$ cat src/rtl/mdu_ctrl.sv
// ---------------------------------------------------------------------------
// mdu_ctrl : HI/LO multiply/divide unit control (external multiplier, 1-bit/cycle divider)
// Revision : 1.0
// ---------------------------------------------------------------------------
`default_nettype none

module mdu_ctrl #(
   parameter int MUL_LAT = 2
) (
   input  logic        clk,
   input  logic        reset,
   input  logic        es_valid,
   input  logic [3:0]  es_op,
   input  logic [31:0] es_src1,
   input  logic [31:0] es_src2,
   input  logic        es_cancel,
   input  logic        es_advance,
   input  logic        pipeline_flush,
   output logic        mdu_stall,
   output logic [31:0] mdu_rdata,
   output logic [31:0] mul_a,
   output logic [31:0] mul_b,
   output logic        mul_signed,
   input  logic [63:0] mul_p,
   output logic [31:0] hi,
   output logic [31:0] lo
);

   typedef enum logic [1:0] {
      IDLE = 2'd0,
      MUL  = 2'd1,
      DIV  = 2'd2,
      DONE = 2'd3
   } state_t;

   localparam logic [5:0] MUL_LAST = 6'(MUL_LAT - 1);
   localparam logic [5:0] DIV_LAST = 6'd31;

   state_t      state;
   state_t      state_nxt;
   logic [5:0]  cnt;
   logic [63:0] result;

   logic [31:0] mul_a_q;
   logic [31:0] mul_b_q;
   logic        mul_signed_q;

   logic [31:0] div_rem;
   logic [31:0] div_quo;
   logic [31:0] div_dsr;
   logic [31:0] div_src1;
   logic        div_neg_q;
   logic        div_neg_r;
   logic        div_zero;

   logic        op_mul;
   logic        op_div;
   logic        start;
   logic        mt_hi;
   logic        mt_lo;
   logic        stall;
   logic        capture_mul;
   logic        finish_div;
   logic        commit;

   logic [32:0] div_shift;
   logic [31:0] div_diff;
   logic        div_ge;
   logic [31:0] rem_nxt;
   logic [31:0] quo_nxt;
   logic [31:0] quo_fix;
   logic [31:0] rem_fix;
   logic [63:0] div_result;

   logic        src1_neg;
   logic        src2_neg;

   always_comb begin
      op_mul = (es_op == 4'd1) || (es_op == 4'd2);
      op_div = (es_op == 4'd3) || (es_op == 4'd4);
      start  = (state == IDLE) && es_valid && (op_mul || op_div)
               && !es_cancel && !pipeline_flush;
      mt_hi  = (state == IDLE) && es_valid && es_advance && !es_cancel
               && !pipeline_flush && (es_op == 4'd5);
      mt_lo  = (state == IDLE) && es_valid && es_advance && !es_cancel
               && !pipeline_flush && (es_op == 4'd6);
      src1_neg = (es_op == 4'd3) && es_src1[31];
      src2_neg = (es_op == 4'd3) && es_src2[31];
   end

   // Restoring step: the partial remainder stays below the divisor, so a
   // 32-bit difference is exact whenever the trial subtraction succeeds.
   always_comb begin
      div_shift  = {div_rem, div_quo[31]};
      div_diff   = div_shift[31:0] - div_dsr;
      div_ge     = div_shift >= {1'b0, div_dsr};
      rem_nxt    = div_ge ? div_diff : div_shift[31:0];
      quo_nxt    = {div_quo[30:0], div_ge};
      quo_fix    = div_neg_q ? (~quo_nxt + 32'd1) : quo_nxt;
      rem_fix    = div_neg_r ? (~rem_nxt + 32'd1) : rem_nxt;
      div_result = div_zero ? {div_src1, 32'hFFFF_FFFF} : {rem_fix, quo_fix};
   end

   always_ff @(posedge clk) begin
      if (reset) begin
         state <= IDLE;
      end else begin
         state <= state_nxt;
      end
   end

   always_comb begin
      state_nxt   = state;
      stall       = 1'b0;
      capture_mul = 1'b0;
      finish_div  = 1'b0;
      commit      = 1'b0;
      case (state)
         IDLE: begin
            if (start) begin
               stall     = 1'b1;
               state_nxt = op_mul ? MUL : DIV;
            end
         end
         MUL: begin
            stall = !es_cancel;
            if (pipeline_flush || es_cancel) begin
               state_nxt = IDLE;
            end else if (cnt == MUL_LAST) begin
               capture_mul = 1'b1;
               state_nxt   = DONE;
            end
         end
         DIV: begin
            stall = !es_cancel;
            if (pipeline_flush || es_cancel) begin
               state_nxt = IDLE;
            end else if (cnt == DIV_LAST) begin
               finish_div = 1'b1;
               state_nxt  = DONE;
            end
         end
         DONE: begin
            if (pipeline_flush) begin
               state_nxt = IDLE;
            end else if (es_advance) begin
               commit    = 1'b1;
               state_nxt = IDLE;
            end
         end
         default: state_nxt = IDLE;
      endcase
   end

   always_ff @(posedge clk) begin
      if (reset) begin
         cnt          <= 6'd0;
         result       <= 64'd0;
         mul_a_q      <= 32'd0;
         mul_b_q      <= 32'd0;
         mul_signed_q <= 1'b0;
         div_rem      <= 32'd0;
         div_quo      <= 32'd0;
         div_dsr      <= 32'd0;
         div_src1     <= 32'd0;
         div_neg_q    <= 1'b0;
         div_neg_r    <= 1'b0;
         div_zero     <= 1'b0;
         hi           <= 32'd0;
         lo           <= 32'd0;
      end else begin
         if (start) begin
            cnt <= 6'd0;
         end else if ((state == MUL) || (state == DIV)) begin
            cnt <= cnt + 6'd1;
         end

         if (start && op_mul) begin
            mul_a_q      <= es_src1;
            mul_b_q      <= es_src2;
            mul_signed_q <= (es_op == 4'd1);
         end

         if (start && op_div) begin
            div_rem   <= 32'd0;
            div_quo   <= src1_neg ? (~es_src1 + 32'd1) : es_src1;
            div_dsr   <= src2_neg ? (~es_src2 + 32'd1) : es_src2;
            div_src1  <= es_src1;
            div_neg_q <= src1_neg ^ src2_neg;
            div_neg_r <= src1_neg;
            div_zero  <= (es_src2 == 32'd0);
         end else if (state == DIV) begin
            div_rem <= rem_nxt;
            div_quo <= quo_nxt;
         end

         if (capture_mul) begin
            result <= mul_p;
         end else if (finish_div) begin
            result <= div_result;
         end

         if (commit) begin
            hi <= result[63:32];
            lo <= result[31:0];
         end else if (mt_hi) begin
            hi <= es_src1;
         end else if (mt_lo) begin
            lo <= es_src1;
         end
      end
   end

   // Operands reach the multiplier in the start cycle itself, then from the latch.
   always_comb begin
      mdu_stall  = stall;
      mul_a      = (start && op_mul) ? es_src1 : mul_a_q;
      mul_b      = (start && op_mul) ? es_src2 : mul_b_q;
      mul_signed = (start && op_mul) ? (es_op == 4'd1) : mul_signed_q;
      mdu_rdata  = 32'd0;
      if (es_valid && (es_op == 4'd7)) begin
         mdu_rdata = hi;
      end else if (es_valid && (es_op == 4'd8)) begin
         mdu_rdata = lo;
      end
   end

endmodule

`default_nettype wire

$ cat config.mk
export PLATFORM = sky130hd
export DESIGN_NAME = mdu_ctrl
export DESIGN_NICKNAME = d
export VERILOG_FILES = /design/src/rtl/mdu_ctrl.sv
export SDC_FILE = /design/constraint.sdc
export NUM_CORES = 1
export LEC_CHECK = 0
export ABC_AREA = 0
export ABC_CLOCK_PERIOD_IN_PS = 5500
export BUFFER_PORTS_ARGS = -buffer_cell sky130_fd_sc_hd__buf_2
export CORE_ASPECT_RATIO = 1.75
export CORE_MARGIN = 2
export CORE_UTILIZATION = 52
export DETAILED_ROUTE_END_ITERATION = 8
export PLACE_DENSITY = 0.77
export SKIP_LAST_GASP = 1
export SYNTH_ARGS = -nofsm -noshare
export SYNTH_HDL_FRONTEND = slang
export SYNTH_SLANG_ARGS = --single-unit
$ cat constraint.sdc
create_clock -name clk -period 5.5 [get_ports clk]
set_input_delay 1.375 -clock clk [delete_from_list [all_inputs] [get_ports clk]]
set_output_delay 1.375 -clock clk [all_outputs]
set_load 0.05 [all_outputs]
Yosys cells after proc, flatten, opt, wreduce, memory -nomap -nowiden
Index checks and enable logic that the tools add are counted.
W data, S select, Z words.
{"block": "totals", "reg_bits": 332, "latchBits": 0, "ramBits": 0, "mem_bits_ro": 0, "in_bits": 138, "output_inout_bits": 162, "word_cells": 118, "n_memories": 0}
{"block": "classes", "n_addsub": 6, "multipliers": 0, "div": 0, "order_cmp": 1, "n_eq_ne": 18, "shift": 0, "muxes": 40, "bitwise_logic": 5, "n_reduce_logical": 33}
{"operator": "$mux W32", "count": 16}
{"operator": "$mux W64", "count": 3}
{"operator": "$add A32 B1 Y32 const B", "count": 4}
{"operator": "$not A32 Y32", "count": 4}
{"operator": "$ge A33 B32 Y1", "count": 1}
{"operator": "$logic_not A32 Y1", "count": 1}
{"operator": "$sub A32 B32 Y32", "count": 1}
{"operator": "$eq A4 B3 Y1 const B", "count": 4}
{"operator": "$mux W2", "count": 8}
{"operator": "$logic_and A1 B1 Y1", "count": 15}
{"operator": "$mux W1", "count": 11}
{"operator": "$ne A3 B3 Y1 const B", "count": 3}
{"operator": "$eq A4 B2 Y1 const B", "count": 2}
{"operator": "$pmux W2 S4", "count": 1}
{"operator": "$reduce_bool A2 Y1", "count": 4}
{"operator": "$add A6 B1 Y6 const B", "count": 1}
{"operator": "$eq A6 B1 Y1 const B", "count": 1}
{"operator": "$eq A6 B5 Y1 const B", "count": 1}
{"operator": "$reduce_or A2 Y1", "count": 3}
{"operator": "$logic_or A1 B1 Y1", "count": 5}
{"operator": "$eq A2 B2 Y1 const B", "count": 2}
{"operator": "$eq A4 B1 Y1 const B", "count": 1}
{"operator": "$eq A4 B4 Y1 const B", "count": 1}
{"operator": "$reduce_and A4 Y1", "count": 1}
{"operator": "other kinds (8)", "count": 9}

Longest topological paths before layout
{"block": "logic_depth", "ltp_word": 9, "depth_mapped": 23, "mapped_depth_nobuf": 19}

Worst setup path before layout
OpenSTA, ideal clock, no wires.
{"block": "synth_timing", "kind": "reg-to-reg", "from": "register div_dsr[29]", "to": "register result[62]", "setup_ps": 133, "arrival_time_ps": 5287, "required_ps": 5367, "slack_ps": 80, "stages_incl_launch_ff": 22, "path_buffers": 3, "period_less_slack_ps": 5420, "cell_sequence": "dfxtp_1 inv_1 ha_1 inv_1 or3_1 or4b_1 a31o_4 nand2_8 clkbuf_1 buf_2 clkbuf_1 nand2_1 o21ai_0 ha_1 nand2_1 or3_1 o41ai_1 o2111ai_1 nand4bb_1 o41ai_1 xnor2_1 a21oi_1"}
{"block": "synth_between", "elab_chain_cells": 8, "word_cells_on_any_way": 9, "classes_between": "add/sub (2); order compare (1); mux (5); bitwise (1)"}
{"item": "start: declaration", "line_no": "50", "text": "logic [31:0] div_dsr;"}
{"item": "start signal: assignment", "line_no": "187", "text": "div_dsr <= src2_neg ? (~es_src2 + 32'd1) : es_src2;"}
{"item": "$sub A32 B32 Y32 or $ge A33 B32 Y1 (tied branches)", "line_no": "95, 96"}
{"item": "$mux W32 *", "line_no": "97", "text": "rem_nxt = div_ge ? div_diff : div_shift[31:0];"}
{"item": "$not A32 Y32", "line_no": "100", "text": "rem_fix = div_neg_r ? (~rem_nxt + 32'd1) : rem_nxt;"}
{"item": "$add A32 B1 Y32", "line_no": "100"}
{"item": "$mux W32 *", "line_no": "100"}
{"item": "$mux W64 *", "line_no": "101", "text": "div_result = div_zero ? {div_src1, 32'hFFFF_FFFF} : {rem_fix, quo_fix};"}
{"item": "$mux W64 *", "line_no": "199", "text": "end else if (finish_div) begin"}
{"item": "$mux W64 *", "line_no": "197", "text": "if (capture_mul) begin"}
{"item": "end signal: assignment", "line_no": "198", "text": "result <= mul_p;"}
{"item": "end signal: assignment", "line_no": "200", "text": "result <= div_result;"}
{"item": "end: declaration", "line_no": "42", "text": "logic [63:0] result;"}
Every way passes the cells marked *; elsewhere a longest branch is shown, timed or not. The select of a mux whose other input is x is not followed.
A chain may end at the register's enable or synchronous reset.

Worst setup path after layout
{"block": "layout_timing", "from": "register div_rem[17]", "to": "register result[62]"}
{"block": "layout_between", "elab_chain_cells": 8, "word_cells_on_any_way": 9, "classes_between": "add/sub (2); order compare (1); mux (5); bitwise (1)"}
{"item": "start: declaration", "line_no": "48", "text": "logic [31:0] div_rem;"}
{"item": "start signal: assignment", "line_no": "193", "text": "div_rem <= rem_nxt;"}
{"item": "$sub A32 B32 Y32 or $ge A33 B32 Y1 (tied branches)", "line_no": "95, 96"}
{"item": "$mux W32 *", "line_no": "97"}
{"item": "$not A32 Y32", "line_no": "100"}
{"item": "$add A32 B1 Y32", "line_no": "100"}
{"item": "$mux W32 *", "line_no": "100"}
{"item": "$mux W64 *", "line_no": "101"}
{"item": "$mux W64 *", "line_no": "199"}
{"item": "$mux W64 *", "line_no": "197"}
Marked as above.

==> results <==
- Yosys printed 0 warnings.
- The final critical-path required period is 4930 ps.
- The worst slack on hold paths is 455 ps.
- The ratio of cells with drive above 1 in the final layout is 0.188.
- The flow ran to the end, and the final reports show no timing, DRC or antenna violations.
- The clock net in this run drives a total of 332 sinks.
- The DRC violations left is 0.
- Of the total power, the share spent switching nets is 0.497.
- The floorplan row count is 92.
- The switching power total is 6.72 mW.
- The sum of negative setup slack is 0 ps.
- The wire-length estimate of the detail-placed layout is 49.3 mm.
- The share of power burned in combinational logic is 0.623.
- The critical path launch point type is a register.
- Setup violations remaining at the end of the flow were counted as 0.
- The register with the most flip-flops in the layout has 64 of them.
- The most used flip-flop cell after synthesis is dfxtp_1.
- The leakage power is 8.77 nW.
- The share of flip-flops with an asynchronous set or reset after synthesis is 0.
- The effective utilization at floorplan is 0.529.
- In this run the number of H-tree levels came out at 2.
- The number of flops mapped to enable cells by yosys is 0.
- Entering global routing, the biggest net connects 169 pins.
- The worst-margin pin slew is 1240 ps.
- The register bank with the most flops is result.
- The number of nets in the layout is 2704.
- The min-delay analysis places its worst path in the category register to register.
- The endpoint required time on the critical path is 5930 ps.
- The floorplan step set the die width to 149 um.
- The total overflow reported by the global router is 0.
- The cell-internal power is 6.79 mW.
- Headroom to the max-slew limit came out at 0.172.
- The clock network latency to the later pin of the worst-skew pair is 540 ps.
- After detailed routing, the number of vias per cell comes to 6.22.
- After clock tree synthesis, the clock-pin slew on the worst setup and hold paths is 60 ps.
- STA classifies the critical path endpoint as a register.
- In this run the remaining antenna-violating nets after routing total 0.
- The uppermost signal routing layer after detailed routing is met5.
- The average footprint of a synthesized cell is 8.21 um2.
- The worst-path maximum fanout is 12.
- In this run the power density over the cells is 613 nW/um2.
- The number of nets in the synthesized netlist is 2509.
- At the worst endpoint, the arrival time is 5350 ps.
- The global router's overall resource usage is 0.333.
- The number of max-cap violations is 0.
- The number of hold violations in the final report came to 0.
- The completed layout was analyzed and its total power is 13.5 mW.
- For this run, the share of the core covered by cells in the final layout is 0.609.
- For this run, the register share of the synthesized area comes to 0.348.
- The mapped netlist covers 19100 um2.
- Detailed routing placed a total of 34.6 mm of wire on met2.
- For this block, wires on met1 add up to 23.4 mm.
- The worst clock skew is 14.5 ps.
- The setup check on the worst reg-to-reg path leaves a slack of 570 ps.
- Hold repair after CTS inserted 0 buffers.
- The clock passes through at most 3 buffers.
- The number of instances resized during post-cts repair is 0.
- Routability-driven placement finished with a final weighted congestion of 0.968.
- TritonCTS built the clock tree.
- After detailed routing, the total wire length is 66.4 mm.
- The final cycle utilization of the critical path is 0.896.
- After detailed routing, the met3 layer carries 3.44 mm of wire.
- The number of pins with negative max-slew slack in the final report came to 0.
- The buffer type at the clock tree root is clkbuf_16.
- The number of instances in the synthesized netlist is 2328.
- Buffers placed on the I/O ports in this run total 299.
- The number of antenna violations at the first check in global routing came to 5.
- The floorplan core area is 36100 um2.
- The number of global-route vias before repair is 18200.
- The total vias in the final route is 18800.
- The count of buffers added by post-CTS timing repair for setup is 0.
- The clock network fraction of design power is 0.172.
- The final routed wire length divided by cell count is 22.0 um.
- The critical path class is register to register.
- The part of the total power dissipated in sequential elements is 0.205.
- Derived from the worst setup path, the maximum achievable clock frequency is 203 MHz.
- The area added between synthesis and finish is 15.2%.
- In this run, CTS created clock tree buffers numbering 34.
- Setup repair after global routing left no endpoint under its margin.
- The first-pass GRT wire length is 101 mm.
- The number of I/O pins is 300.
- The detailed router's first-iteration violation count is 1347.
- Across the VDD grid, the largest voltage drop is 0.000611 V.
- The number of optimization iterations in the first detailed-route pass is 8.
- The area enclosed by the die boundary is 38400 um2.
- Counting flops and latches in the post-synthesis netlist gives 332.
- The number of different library cells used by synthesis comes to 75.
- The die is 258 um tall.
==> per-stage QoR <==
step	worst slack (ps)	area (um2)	instances
global route	297	22000	3021
finish	574	22000	3022
detailed placement	634	20900	2957
global placement	749	20900	2957
CTS	598	22000	3017
floorplan	80.3	19100	2328
==> layout by cell type (no fill, tap or decap), drive strengths merged, types with 48 or more instances in the layout <==
cell type,netlist,layout
o21ai,82,82
buf,16,345
xor2,72,72
nand2,199,199
clkbuf,170,48
mux2i,120,120
a211oi,190,190
nor2b,70,70
a21oi,137,137
inv,57,57
dfxtp,332,332
nor2,270,270
xnor2,63,63
mux2,60,60
==> cell families after synthesis <==
logic type | share of synthesized area
AND/OR/NAND/NOR | 0.183
AO/OA/AOI/OAI | 0.231
flip-flops | 0.348
buffers and inverters | 0.0488
multiplexers | 0.0993
XOR/XNOR | 0.0618
adder cells (fa/ha/maj) | 0.0285
==> critical path, stage by stage, from the launching register on <==
cell,delay (ps)
dfxtp_1,370
ha_1,470
nand4_1,230
nor2_1,200
or4b_1,540
a31o_4,310
nand2_8,100
mux2i_1,340
ha_1,240
nand2_1,50
or3_1,410
o41ai_1,350
buf_4,190
o2111ai_1,150
nand4bb_1,270
o41ai_1,340
xnor2_1,170
a21oi_1,90
==> power by group through the flow <==
stage	Clock, mW	Sequential [mW]	Combinational, mW
final	2.32	2.77	8.41
after global routing	2.42	2.79	9.01
after CTS	2.34	2.76	8.22
after detailed placement	0	2.82	8.17
after global placement	0	2.81	8.12
after floorplan	0	2.81	5.71
==> final cells by class <==
| type | instances | area [um2] |
|---|---|---|
| fillers | 3286 | 14100 |
| multi-input cells | 1751 | 11600 |
| flip-flops and latches | 332 | 6650 |
| repair buffers | 345 | 1890 |
| clock buffers | 48 | 975 |
| well taps | 470 | 588 |
| inverters | 59 | 226 |
| clock inverters | 12 | 114 |
| diodes | 5 | 12.5 |
==> metal layers <==
layer	GRT usage	vias up
met2	0.611	804
li1	-	8836
met3	0.0362	257
met4	0.227	2
met5	0	-
met1	0.351	8911
==> worst paths after layout <==
check / start / endpoint / cells after the start
setup / recovery: div_rem[17] / result[62] / 17
hold / removal: div_src1[20] / div_src1[20] / 2
setup reg to reg: div_rem[17] / result[62] / 17
hold reg to reg: div_src1[20] / div_src1[20] / 2
==> synthesized netlist by cell type (22+ instances only) <==
cell        n  area share
mux2i_1   120       0.063
o21ai_0    81       0.021
nor3_1     44       0.012
clkbuf_1  169       0.033
dfxtp_1   332        0.35
inv_1      56       0.011
xor2_1     72       0.033
a22o_1     33       0.015
nand2_1   198       0.039
nand4_1    22      0.0072
or3_1      26      0.0085
nand3_1    25      0.0065
o22ai_1    35       0.011
nor2b_1    70       0.023
nor2_1    270       0.053
o211ai_1   26       0.010
ha_1       42       0.027
xnor2_1    63       0.029
mux2_2     60       0.035
a211oi_1  190       0.075
o31ai_1    35       0.014
a21oi_1   136       0.036
(Power assumes the default switching activity.)
